## config.mk

```make
export PLATFORM = sky130hd
export DESIGN_NAME = wiegand_rx_frame
export DESIGN_NICKNAME = d
export VERILOG_FILES = /design/src/rtl/wiegand_rx_frame_pkg.sv /design/src/rtl/wiegand_rx_frame_line_filter.sv /design/src/rtl/wiegand_rx_frame.sv
export SDC_FILE = /design/constraint.sdc
export NUM_CORES = 1
export LEC_CHECK = 0
export ABC_AREA = 1
export CORE_ASPECT_RATIO = 2
export CORE_MARGIN = 2
export CORE_UTILIZATION = 50
export DETAILED_ROUTE_END_ITERATION = 12
export PLACE_DENSITY = 0.7
export SYNTH_ARGS = -nofsm -noshare
export SYNTH_HDL_FRONTEND = slang
export SYNTH_SLANG_ARGS = --single-unit
```

## constraint.sdc

```tcl
create_clock -name clk -period 3.18 [get_ports clk]
set_clock_uncertainty 0.1 [all_clocks]
set_input_delay 0.477 -clock clk [delete_from_list [all_inputs] [get_ports clk]]
set_output_delay 0.477 -clock clk [all_outputs]
set_load 0.02 [all_outputs]
```

## src/rtl/wiegand_rx_frame_pkg.sv

```systemverilog
`default_nettype none
// ============================================================================
// Module   : wiegand_pkg
// Brief    : Shared constants, FSM encoding and parity helper for Wiegand RX.
// Revision : 1.0
// ============================================================================
package wiegand_pkg;

  localparam int WIG_FRAME_BITS = 26;
  localparam int WIG_BIT0_IDX   = 0;
  localparam int WIG_BIT1_IDX   = 1;

  localparam int WIG_PAR_HI_MSB = 24;
  localparam int WIG_PAR_HI_LSB = 13;
  localparam int WIG_PAR_LO_MSB = 12;
  localparam int WIG_PAR_LO_LSB = 1;

  typedef enum logic [1:0] {
    WIG_IDLE  = 2'd0,
    WIG_PULSE = 2'd1,
    WIG_GAP   = 2'd2,
    WIG_CLOSE = 2'd3
  } wig_state_e;

  // Leading bit gives even parity over the upper half, trailing bit odd over the lower.
  function automatic logic wig_parity_bad(input logic [WIG_FRAME_BITS-1:0] d);
    logic hi_bad;
    logic lo_bad;
    hi_bad = d[WIG_FRAME_BITS-1] ^ (^d[WIG_PAR_HI_MSB:WIG_PAR_HI_LSB]);
    lo_bad = ~(d[0] ^ (^d[WIG_PAR_LO_MSB:WIG_PAR_LO_LSB]));
    return hi_bad | lo_bad;
  endfunction

endpackage
`default_nettype wire

```

## src/rtl/wiegand_rx_frame_line_filter.sv

```systemverilog
`default_nettype none
// ============================================================================
// Module   : wiegand_line_filter
// Brief    : Two-flop synchronizer plus low-pulse deglitch for one Wiegand line.
// Revision : 1.0
// ============================================================================
module wiegand_line_filter #(
  parameter int GLITCH_CYCLES = 4
) (
  input  logic clk,
  input  logic rst,
  input  logic line_raw,
  output logic line_sync,
  output logic asserted,
  output logic glitch
);

  localparam int              CW           = $clog2(GLITCH_CYCLES + 1);
  localparam logic [CW-1:0]   c_glitch_max = CW'(GLITCH_CYCLES);

  logic          r_meta;
  logic          r_sync;
  logic          r_armed;
  logic [CW-1:0] r_low_cnt;

  // Synchronizer resets low so a line held low through reset never arms until it goes high.
  always_ff @(posedge clk) begin
    if (rst) begin
      r_meta    <= 1'b0;
      r_sync    <= 1'b0;
      r_armed   <= 1'b0;
      r_low_cnt <= '0;
    end else begin
      r_meta <= line_raw;
      r_sync <= r_meta;
      if (r_sync) begin
        r_armed   <= 1'b1;
        r_low_cnt <= '0;
      end else if (r_armed && (r_low_cnt != c_glitch_max)) begin
        r_low_cnt <= r_low_cnt + 1'b1;
      end
    end
  end

  assign line_sync = r_sync;
  assign asserted  = (r_low_cnt == c_glitch_max);
  assign glitch    = r_sync && (r_low_cnt != '0) && (r_low_cnt != c_glitch_max);

endmodule
`default_nettype wire

```

## src/rtl/wiegand_rx_frame.sv

```systemverilog
`default_nettype none
// ============================================================================
// Module   : wiegand_rx_frame
// Brief    : Wiegand D0/D1 receiver: deglitch, frame assembly, timeout close,
//            W26 parity check and ready/ack result holding.
//            Optional macro WIEGAND_RX_GLITCH_CNT_EN adds the glitch_cnt port.
// Revision : 1.0
// ============================================================================
module wiegand_rx_frame
  import wiegand_pkg::*;
#(
  parameter int GLITCH_CYCLES  = 4,
  parameter int TIMEOUT_CYCLES = 50000,
  parameter int FRAME_BITS     = 26
) (
  input  logic        clk,
  input  logic        rst,
  input  logic [1:0]  wig_d,
  input  logic        frame_ack,
  output logic [25:0] frame_data,
  output logic        frame_ready,
  output logic        irq_n,
  output logic        parity_err,
  output logic        len_err,
  output logic        overrun
`ifdef WIEGAND_RX_GLITCH_CNT_EN
  ,
  output logic [7:0]  glitch_cnt
`endif
);

  localparam int            TW             = (TIMEOUT_CYCLES > 1) ? $clog2(TIMEOUT_CYCLES) : 1;
  localparam logic [TW-1:0] c_timeout_last = TW'(TIMEOUT_CYCLES - 1);
  localparam logic [4:0]    c_frame_bits   = 5'(FRAME_BITS);

  localparam logic [1:0] c_idle  = WIG_IDLE;
  localparam logic [1:0] c_pulse = WIG_PULSE;
  localparam logic [1:0] c_gap   = WIG_GAP;
  localparam logic [1:0] c_close = WIG_CLOSE;

  logic [1:0] w_sync;
  logic [1:0] w_asrt;
  logic [1:0] w_glitch;

  for (genvar i = 0; i < 2; i++) begin : g_line
    wiegand_line_filter #(
      .GLITCH_CYCLES(GLITCH_CYCLES)
    ) u_filter (
      .clk      (clk),
      .rst      (rst),
      .line_raw (wig_d[i]),
      .line_sync(w_sync[i]),
      .asserted (w_asrt[i]),
      .glitch   (w_glitch[i])
    );
  end

  logic [1:0]    r_state;
  logic [31:0]   r_shift;
  logic [4:0]    r_count;
  logic          r_bad;
  logic [TW-1:0] r_timer;

  logic w_any;
  logic w_both;
  logic w_bit;
  logic w_close;
  logic w_len_bad;
  logic w_par_bad;

  assign w_any     = |w_asrt;
  assign w_both    = w_asrt[WIG_BIT0_IDX] & w_asrt[WIG_BIT1_IDX];
  assign w_bit     = w_asrt[WIG_BIT1_IDX];
  assign w_close   = (r_state == c_close);
  assign w_len_bad = r_bad || (r_count != c_frame_bits);
  assign w_par_bad = !w_len_bad && wig_parity_bad(r_shift[WIG_FRAME_BITS-1:0]);

  always_ff @(posedge clk) begin
    if (rst) begin
      r_state <= c_idle;
      r_shift <= '0;
      r_count <= '0;
      r_bad   <= 1'b0;
      r_timer <= '0;
    end else begin
      case (r_state)
        c_idle, c_gap: begin
          if (w_any) begin
            // Simultaneous D0/D1 is undecodable: poison the frame instead of guessing a bit.
            if (w_both) begin
              r_bad <= 1'b1;
            end else begin
              r_shift <= {r_shift[30:0], w_bit};
              if (r_count != 5'd31) begin
                r_count <= r_count + 5'd1;
              end
            end
            r_state <= c_pulse;
          end else if (r_state == c_gap) begin
            if (r_timer == c_timeout_last) begin
              r_state <= c_close;
            end else begin
              r_timer <= r_timer + 1'b1;
            end
          end
        end
        c_pulse: begin
          if (&w_sync) begin
            r_timer <= '0;
            r_state <= c_gap;
          end
        end
        default: begin
          r_shift <= '0;
          r_count <= '0;
          r_bad   <= 1'b0;
          r_state <= c_idle;
        end
      endcase
    end
  end

  logic [25:0] r_frame_data;
  logic        r_ready;
  logic        r_parity_err;
  logic        r_len_err;
  logic        r_overrun;

  // A close coinciding with ack takes the slot the ack is freeing.
  always_ff @(posedge clk) begin
    if (rst) begin
      r_frame_data <= '0;
      r_ready      <= 1'b0;
      r_parity_err <= 1'b0;
      r_len_err    <= 1'b0;
      r_overrun    <= 1'b0;
    end else if (w_close && (!r_ready || frame_ack)) begin
      r_frame_data <= r_shift[WIG_FRAME_BITS-1:0];
      r_ready      <= 1'b1;
      r_parity_err <= w_par_bad;
      r_len_err    <= w_len_bad;
      r_overrun    <= 1'b0;
    end else if (w_close) begin
      r_overrun <= 1'b1;
    end else if (frame_ack && r_ready) begin
      r_ready      <= 1'b0;
      r_parity_err <= 1'b0;
      r_len_err    <= 1'b0;
      r_overrun    <= 1'b0;
    end
  end

  assign frame_data  = r_frame_data;
  assign frame_ready = r_ready;
  assign irq_n       = ~r_ready;
  assign parity_err  = r_parity_err;
  assign len_err     = r_len_err;
  assign overrun     = r_overrun;

`ifdef WIEGAND_RX_GLITCH_CNT_EN
  logic [7:0] r_glitch_cnt;
  logic [1:0] w_glitch_inc;
  logic [8:0] w_glitch_sum;

  assign w_glitch_inc = {1'b0, w_glitch[0]} + {1'b0, w_glitch[1]}
                      + {1'b0, w_both && ((r_state == c_idle) || (r_state == c_gap))};
  assign w_glitch_sum = {1'b0, r_glitch_cnt} + {7'd0, w_glitch_inc};

  always_ff @(posedge clk) begin
    if (rst || frame_ack) begin
      r_glitch_cnt <= '0;
    end else begin
      r_glitch_cnt <= w_glitch_sum[8] ? 8'hFF : w_glitch_sum[7:0];
    end
  end

  assign glitch_cnt = r_glitch_cnt;
`else
  logic w_unused_glitch;
  assign w_unused_glitch = ^w_glitch;
`endif

  logic w_unused_shift;
  assign w_unused_shift = ^r_shift[31:WIG_FRAME_BITS];

endmodule
`default_nettype wire
```

==> impl_metrics.ini, run 1 <==
[pwr]
leakagePower_uw = 0.00197
pwr-share-comb_pct = 12.6
power-per-cell-area_nw_per_um2 = 505
netSwitchingPower_uw = 712
peakVddDrop_v = 0.000307
swShare_pct = 28.0
clkPwrFrac_pct = 39.7
p_int_uw = 1830
seqPwrFrac_pct = 47.7

[worst_setup_path]
r2r_end = r_timer[4]
crit_path_start_kind = flip-flop
worstPathArrival_ns = 2.45
path_class = flip-flop to flip-flop
ff2ff_path_depth = 11
r2r-start = r_timer[0]
rrSetupSlack_ns = 0.90
cp-end-kind = flip-flop
cp.required_ns = 3.35
crit_fanout = 18

[sta]
tightest_slew_ns = 0.740
timing.final.max_slew_violations = 0
report.final.setup_viol = 0
fin_ws_ns = 0.903
rsz0062_at_grt = no
fmax_mhz = 439
min_period_ns = 2.28
final-hold-violation-count = 0
min_period_over_period_pct = 71.6
slew_headroom_pct = 50.6
tns_ns = 0

[clocking]
clock_sinks = 92
clockBufferDepth = 2
cts_made_buffers = 9
cts_resized = 0
insertion_delay_ns = 0.34
hold_buffers = 0
cts_tree = yes
clkSlewWorstSetupHoldPaths_ns = 0.07
post-cts-setup-buffer-count = 0
cts_root_buf = clkbuf_16
htree_levels = 3

[synth]
netlist_area_um2 = 4350
avgSynthCellArea_um2 = 7.20
synth-seq-cells = 92
synth_fp_nets = 617
synth_cell_types = 29
yosysWarnings = 0
syn-instance-count = 604
seq_area_frac_synth_pct = 42.3

[floorplanning]
io_pins = 36
die_h_um = 136
core_um2 = 8530
initial_core_util_pct = 51.0
dieArea_um2 = 9510
std_cell_rows = 48
die_w_um = 70.0

[detailed_routing]
via_per_inst = 5.40
first_iter_violations = 249
wire_per_inst_um = 14.0
dr.pass1.iters = 4
ant_nets = 0
wirelength_um = 10400
via_count = 3984
drcViolationCount = 0

[outcome]
outcome = completed

[min_path]
hold_path.class = flip-flop to flip-flop
whs_path_depth = 2
hp-start = g_line[1].u_filter.r_meta
holdPathEnd = g_line[1].u_filter.line_sync

[placed_design]
gp_congestion = 0.926
port_buffers = 35
dp_worst_setup_slack_ns = 0.796
hpwlAfterDp_um = 7610

[run]
cap_violations = 0

[global_routing]
grt_usage_pct = 22.6
antenna_found_initial = 0
grt_max_degree = 47
busiest_layer = met2
grt_pass1_wl_um = 17100
met2_usage_pct = 44.3
met3_usage_pct = 3.71
gr-usage-met1_pct = 21.2
grt_pass1_vias = 3836
grt_overflow = 0

[finish]
fill_cells = 787
finalNetCount = 646
final_core_util_pct = 59.2
layout-drive-gt1-share_pct = 7.99
diodes = 0
area_growth_pct = 16.0
[worst max-delay path: stages (launching register included)]
cell and delay, ns:
dfxtp_1 0.41, ha_1 0.25, nand2_1 0.12, inv_1 0.12
nand3_1 0.08, nor2_1 0.11, nand2_1 0.12, nand2_1 0.08
nand2_1 0.37, nand2_1 0.21, o21ai_0 0.10, a21oi_1 0.14
[metrics by stage]
| step | instance area [um^2] | total power [uW] | cells | hold slack [ns] |
|---|---|---|---|---|
| after global routing | 5050 | 2670 | 738 | 0.339 |
| after floorplan | 4350 | 1500 | 604 | 0.288 |
| after global placement | 4760 | 1550 | 722 | 0.293 |
| final | 5050 | 2550 | 738 | 0.308 |
| after detailed placement | 4760 | 1560 | 722 | 0.295 |
| after CTS | 5050 | 2570 | 738 | 0.307 |
[registers in the layout (all words and copies together), names as in the netlist]
| name | cells |
|---|---|
| r_bad | 1 |
| r_timer | 16 |
| overrun | 1 |
| r_count | 5 |
| r_state | 2 |
| len_err | 1 |
| r_shift | 26 |
| frame_ready | 1 |
| g_line.u_filter.r_low_cnt | 6 |
| g_line.u_filter.r_meta | 2 |
| frame_data | 26 |
| g_line.u_filter.r_armed | 2 |
| parity_err | 1 |
| g_line.u_filter.line_sync | 2 |
[power by group through the flow]
| stage | clock network [uW] | logic, uW | registers, uW |
|---|---|---|---|
| 3_5_place_dp | 0 | 322 | 1240 |
| 5_1_grt | 1080 | 369 | 1220 |
| 6_report | 1010 | 321 | 1220 |
| 4_1_cts | 1030 | 323 | 1220 |
| 3_3_place_gp | 0 | 313 | 1240 |
| 2_1_floorplan | 0 | 265 | 1230 |
[metal layers]
layer  wire [um]  up-vias
met4         438        0
met5           0        -
met1        3770     1846
li1            -     2041
met3         254       31
met2        5890       66
[area by class of cell]
| cell class | count | area (um^2) | share of cell area, % |
|---|---|---|---|
| Sequential cell | 92 | 1840 | 36.5 |
| Clock inverter | 7 | 61.3 | 1.21 |
| Clock buffer | 9 | 225 | 4.46 |
| Multi-Input combinational cell | 424 | 2160 | 42.8 |
| Tap cell | 100 | 125 | 2.48 |
| Inverter | 66 | 250 | 4.96 |
| Timing Repair Buffer | 40 | 383 | 7.59 |
[logic make-up after synthesis]
logic type               Yosys count  synth area share (%)
flip-flops                        92                  42.3
buffers and inverters             88                  8.31
AND/OR/NAND/NOR                  270                  26.0
AO/OA/AOI/OAI                    140                  19.8
XOR/XNOR                           6                  1.21
adder cells (fa/ha/maj)            8                  2.30
[worst max-delay path by stage]
stage | from | to
2_1_floorplan | g_line[1].u_filter.r_low_cnt[0] | r_timer[8]
3_3_place_gp | frame_ack | parity_err
3_5_place_dp | frame_ack | parity_err
4_1_cts | r_timer[0] | r_timer[4]
5_1_grt | r_timer[0] | r_timer[4]
6_report | r_timer[0] | r_timer[4]
[synthesized netlist by cell type (all sizes together)]
library cell / instances / share of area [%]
a211oi: 23 / 6.3
a21oi: 78 / 9.0
and3: 1 / 0.14
buf: 10 / 1.5
clkbuf: 12 / 1.0
dfxtp: 92 / 42
ha: 8 / 2.3
inv: 66 / 5.8
nand2: 166 / 14
nand3: 30 / 3.6
nand3b: 1 / 0.17
nand4: 11 / 1.6
nor2: 44 / 3.8
nor3: 14 / 1.9
nor3b: 2 / 0.34
o2111ai: 1 / 0.20
o21ai: 38 / 4.4
or2: 1 / 0.14
xnor2: 2 / 0.40
xor2: 4 / 0.80
[placed cells by master, fill, tap and decap left out, types with 2 or more instances in the layout]
cell,synthesis,layout
inv_2,2,2
nand2_1,164,164
clkbuf_16,0,9
a211oi_2,20,20
buf_4,0,5
o21ai_1,2,2
nand3_1,29,29
nand2_2,2,2
clkinvlp_4,0,2
nand4_1,11,11
nor3_1,13,13
clkdlybuf4s50_1,0,34
nor3b_1,2,2
inv_1,63,63
dfxtp_1,92,92
nor2_1,44,44
a211oi_1,3,3
a21oi_1,78,77
clkinv_4,0,3
xor2_1,4,4
xnor2_1,2,2
ha_1,8,8
o21ai_0,36,36
Power figures use the tool's default switching activity.
==> inputs of run 2 (changes only) <==
Settings changed: PLACE_DENSITY 0.7 to 0.73.
Clock period 3.18 ns to 1.95 ns, I/O delays scaled along.
==> run 2 against run 1 <==
Net effect:
- cell count up 3.0%
- design area up 10%
- combinational power up 110%
- critical path depth down 4
- critical endpoint is now r_shift[16]
==> impl_metrics.ini, run 2 (synthesis gave the netlist of run 1 again) <==
[outcome]
outcome = completed

[detailed_routing]
drcViolationCount = 0
wire_per_inst_um = 14.7
via_per_inst = 5.45
first_iter_violations = 253
ant_nets = 0
wirelength_um = 11200
dr.pass1.iters = 6
via_count = 4145

[run]
cap_violations = 0

[sta]
tns_ns = 0
final-hold-violation-count = 0
fmax_mhz = 535
holdWs_ns = 0.232
min_period_ns = 1.87
min_period_over_period_pct = 95.8
tightest_slew_ns = 0.733
slew_headroom_pct = 51.1
report.final.setup_viol = 0
timing.final.max_slew_violations = 0

[clocking]
insertion_delay_ns = 0.35
htree_levels = 3
clock_sinks = 92
cts_root_buf = clkbuf_16
clkSlewWorstSetupHoldPaths_ns = 0.07
cts_tree = yes
clockBufferDepth = 2
cts_made_buffers = 9
hold_buffers = 0

[worst_setup_path]
crit_chain = nand2_4 > clkinvlp_4 > nor3_4 > clkinv_4 > clkbuf_16 > a21oi_2 > a211oi_2
path_class = flip-flop to flip-flop
worstPathArrival_ns = 1.99
r2r-start = r_state[0]
crit_fanout = 7
worstSetupPathDepth = 7
crit_path_start_kind = flip-flop
r2r_end = r_shift[16]
cpPeakStageDelay_ns = 0.37
cp-end-kind = flip-flop
critPathBufInv = 3
crit_start = r_state[0]
cp-endpoint = r_shift[16]
rrSetupSlack_ns = 0.08
critPathSlowestCell = dfxtp_2
cp.required_ns = 2.08
ff2ff_path_depth = 7
path_delay_family = buffers and inverters

[global_routing]
grt_pass1_vias = 3917
antenna_found_initial = 0
grt_usage_pct = 22.9
grt_pass1_wl_um = 17600
grt_overflow = 0
grt_max_degree = 49

[finish]
finalNetCount = 668
area_growth_pct = 27.5
diodes = 0
multi_input_area_um2 = 2350
mostFrequentLayoutCells = 162 x nand2_1, 84 x dfxtp_1, 58 x a21oi_1
final_common_cell = nand2_1
fin_area_um2 = 5550
layout-drive-gt1-share_pct = 17.0
regArea_um2 = 1850
fill_cells = 745

[min_path]
hold_path.class = input port to flip-flop
whs_path_depth = 3

[pwr]
fin_total_pwr_uw = 4540
power-per-cell-area_nw_per_um2 = 818
peakVddDrop_v = 0.000594
leakagePower_uw = 0.00214

[placed_design]
port_buffers = 35
hpwlAfterDp_um = 7800
place_area_um2 = 4870
gp_congestion = 0.925

[floorplanning]
dieArea_um2 = 9510
core_um2 = 8530
die_w_um = 70.0
io_pins = 36
initial_core_util_pct = 51.0
die_h_um = 136
std_cell_rows = 48
## run 2: cell types whose count changed in the layout (fill, tap and decap cells not counted), sizes merged
cell	change
buf	+19
clkbuf	+4
inv	-4
bufinv	+2
clkinvlp	+1
## run 2: layout make-up
type,instances,area share (%)
clock buffers,10,4.13
clock inverters,6,1.60
inverters,66,4.62
multi-input cells,424,42.3
flip-flops and latches,92,33.4
well taps,100,2.25
repair buffers,62,11.6
## run 2: worst min path at each step
stage	slack, ns	end	startpoint
finish	0.23	r_timer[1]	rst
global route	0.26	r_timer[1]	rst
CTS	0.24	r_timer[7]	rst
detailed placement	0.30	g_line[1].u_filter.line_sync	g_line[1].u_filter.r_meta
global placement	0.30	g_line[1].u_filter.line_sync	g_line[1].u_filter.r_meta
floorplan	0.29	g_line[0].u_filter.line_sync	g_line[0].u_filter.r_meta
## run 2: worst min-delay path: stages
cell,delay [ns]
buf_2,0.10
buf_4,0.19
a21oi_1,0.05
## run 2: power by group
part | internal (uW) | total [uW] | switching, uW | leakage, uW
sequential | 1930 | 2000 | 62.8 | 0.000748
combinational | 257 | 677 | 420 | 0.00124
clock | 1120 | 1860 | 740 | 0.000149
total | 3310 | 4540 | 1220 | 0.00214
## run 2: routing by layer
metal / up-vias / global-route usage (%) / part of all wire (%) / routed length, um
met5: - / 0 / 0 / 0
met4: 0 / 14.7 / 4.4 / 489
met3: 43 / 3.19 / 3.1 / 342
met2: 106 / 42.9 / 56 / 6290
met1: 1908 / 23.3 / 36 / 4050
li1: 2088 / - / - / -
## run 2: stage by stage
step	utilization, %	setup slack (ns)	cells
6_report	65.1	0.0817	760
5_1_grt	65.1	-0.0366	760
4_1_cts	60.9	0.000768	750
3_5_place_dp	57.2	-0.00585	734
3_3_place_gp	57.2	0.00889	734
2_1_floorplan	-	0.191	604
## run 2: timing repair
| item | in CTS | in global routing |
|---|---|---|
| resized for setup | 1 | 59 |
| pin swaps | 0 | 9 |
| endpoints found under the hold margin | 0 | 0 |
| cloned | 0 | 4 |
| setup buffers | 0 | 7 |
| endpoints found under the setup margin | 3 | 39 |
==> inputs of run 3 (changes only) <==
Settings changed: CORE_UTILIZATION 50 to 35, GPL_TIMING_DRIVEN set to 1, PLACE_DENSITY 0.73 to unset.
==> run 3 against run 2 <==
Net effect:
- highest routed layer unchanged
- hold slack worse by 0.15 ns
- sequential share of layout area is 1.3 points higher
- sequential power about the same
- largest power group unchanged
- register-to-register slack better by 0.02 ns
- clock power shrank 5%
==> impl_metrics.ini, run 3 (synthesis gave the netlist of run 1 again) <==
[detailed_routing]
dr_wl_met2_um = 5980
wirelength_met1_um = 3850
wire_per_inst_um = 12.7
drcViolationCount = 0
dr_wl_met3_um = 150
first_iter_violations = 207
dr.pass1.iters = 4
ant_nets = 0
via_per_inst = 5.00
via_count = 4003
highest_layer = met4
wirelength_um = 10200

[finish]
finalNetCount = 661
area_growth_pct = 22.1
final_core_util_pct = 43.8
fill_cells = 1226
final_common_cell = nand2_1
diodes = 0
layout-drive-gt1-share_pct = 11.5
mostFrequentLayoutCells = 162 x nand2_1, 90 x dfxtp_1, 77 x a21oi_1

[worst_setup_path]
ff2ff_path_depth = 9
crit_fanout = 8
crit_path_start_kind = flip-flop
path_delay_family = simple AND/OR/NAND/NOR gates
path_class = flip-flop to flip-flop
worstPathArrival_ns = 2.01
critPathSlowestCell = dfxtp_1
cpPeakStageDelay_ns = 0.37
r2r_end = r_count[3]
rrSetupSlack_ns = 0.10
cp-end-kind = flip-flop
crit_chain = inv_1 > ha_1 > nand2_1 > nor3_2 > nor3_4 > buf_6 > nand2_2 > o21ai_1 > nor3b_1
critPathBufInv = 2
r2r-start = g_line[1].u_filter.r_low_cnt[0]
cp.required_ns = 2.11

[sta]
timing.final.max_slew_violations = 0
fmax_mhz = 541
fin_ws_ns = 0.103
holdWs_ns = 0.0816
min_period_ns = 1.85
final-hold-violation-count = 0
report.final.setup_viol = 0
tightest_slew_ns = 0.453
tns_ns = 0
min_period_over_period_pct = 94.7
slew_headroom_pct = 69.5

[global_routing]
grt_pass1_vias = 3842
antenna_found_initial = 0
grt_overflow = 0
grt_usage_pct = 15.1
grt_max_degree = 49
grt_pass1_wl_um = 16700

[clocking]
cts_made_buffers = 9
insertion_delay_ns = 0.34
hold_buffers = 0
htree_levels = 3
cts_root_buf = clkbuf_16
clock_sinks = 92
clockBufferDepth = 2
clkSlewWorstSetupHoldPaths_ns = 0.06
cts_tree = yes

[floorplanning]
std_cell_rows = 57
die_h_um = 162
die_w_um = 82.8
io_pins = 36
core_um2 = 12100
dieArea_um2 = 13400
initial_core_util_pct = 35.9

[pwr]
power-per-cell-area_nw_per_um2 = 809
leakagePower_uw = 0.00207
peakVddDrop_v = 0.000481

[min_path]
holdPathEnd = r_timer[1]
hp-start = rst
hold_path.class = input port to flip-flop
whs_path_depth = 2

[run]
cap_violations = 0

[placed_design]
gp_congestion = 0.912
port_buffers = 35
dp_worst_setup_slack_ns = 0.0656
hpwlAfterDp_um = 7600

[outcome]
outcome = completed
==> run 3: cell count changes in the layout (fill, tap and decap cells not counted), sizes merged <==
cell    change
inv         +4
buf         -4
bufinv      -1
clkinv      -2
clkbuf      -4
==> run 3: power breakdown <==
part           total (uW)  switching (uW)  leakage [uW]  internal, uW
Clock                1760             756      0.000138          1000
Sequential           1980            49.1      0.000745          1930
Combinational         561             361       0.00118           200
Total                4300            1170       0.00207          3130
==> run 3: what timing repair did <==
| item | 4_1_cts | 5_1_grt |
|---|---|---|
| resized for setup | 0 | 11 |
| endpoints found under the setup margin | 0 | 31 |
| buffers inserted | 0 | 2 |
==> run 3: cell type report <==
class                      instances  area, um^2  area share [%]
inverter                          66         250            4.71
timing repair buffer              55         549            10.3
clock buffer                       9         225            4.24
sequential                        92        1840            34.7
multi-input combinational        424        2190            41.1
tap                              147         184            3.46
clock inverter                     7        75.1            1.41
==> run 3: layer usage <==
metal | GRT usage, % | up-vias
met4 | 7.15 | 0
met2 | 31.2 | 46
met1 | 13.8 | 1866
li1 | - | 2074
met3 | 2.54 | 17
met5 | 0 | -
==> run 3: worst max-delay path by stage <==
stage,start,endpoint,slack [ns],cells after the start
2_1_floorplan,g_line[1].u_filter.r_low_cnt[0],r_timer[8],0.19,10
3_3_place_gp,r_timer[1],r_timer[5],0.11,10
3_5_place_dp,g_line[0].u_filter.r_low_cnt[0],r_count[0],0.07,9
4_1_cts,g_line[0].u_filter.r_low_cnt[0],r_timer[4],0.06,11
5_1_grt,r_state[1],r_count[3],-0.02,8
6_report,g_line[1].u_filter.r_low_cnt[0],r_count[3],0.10,9
==> run 3: metrics by stage <==
step / cell area [um^2] / instances / total power, uW
after floorplan: 4350 / 604 / 2440
after global placement: 4970 / 782 / 2560
after detailed placement: 4970 / 782 / 2590
after CTS: 5270 / 798 / 4360
after global routing: 5320 / 800 / 4510
final: 5320 / 800 / 4300
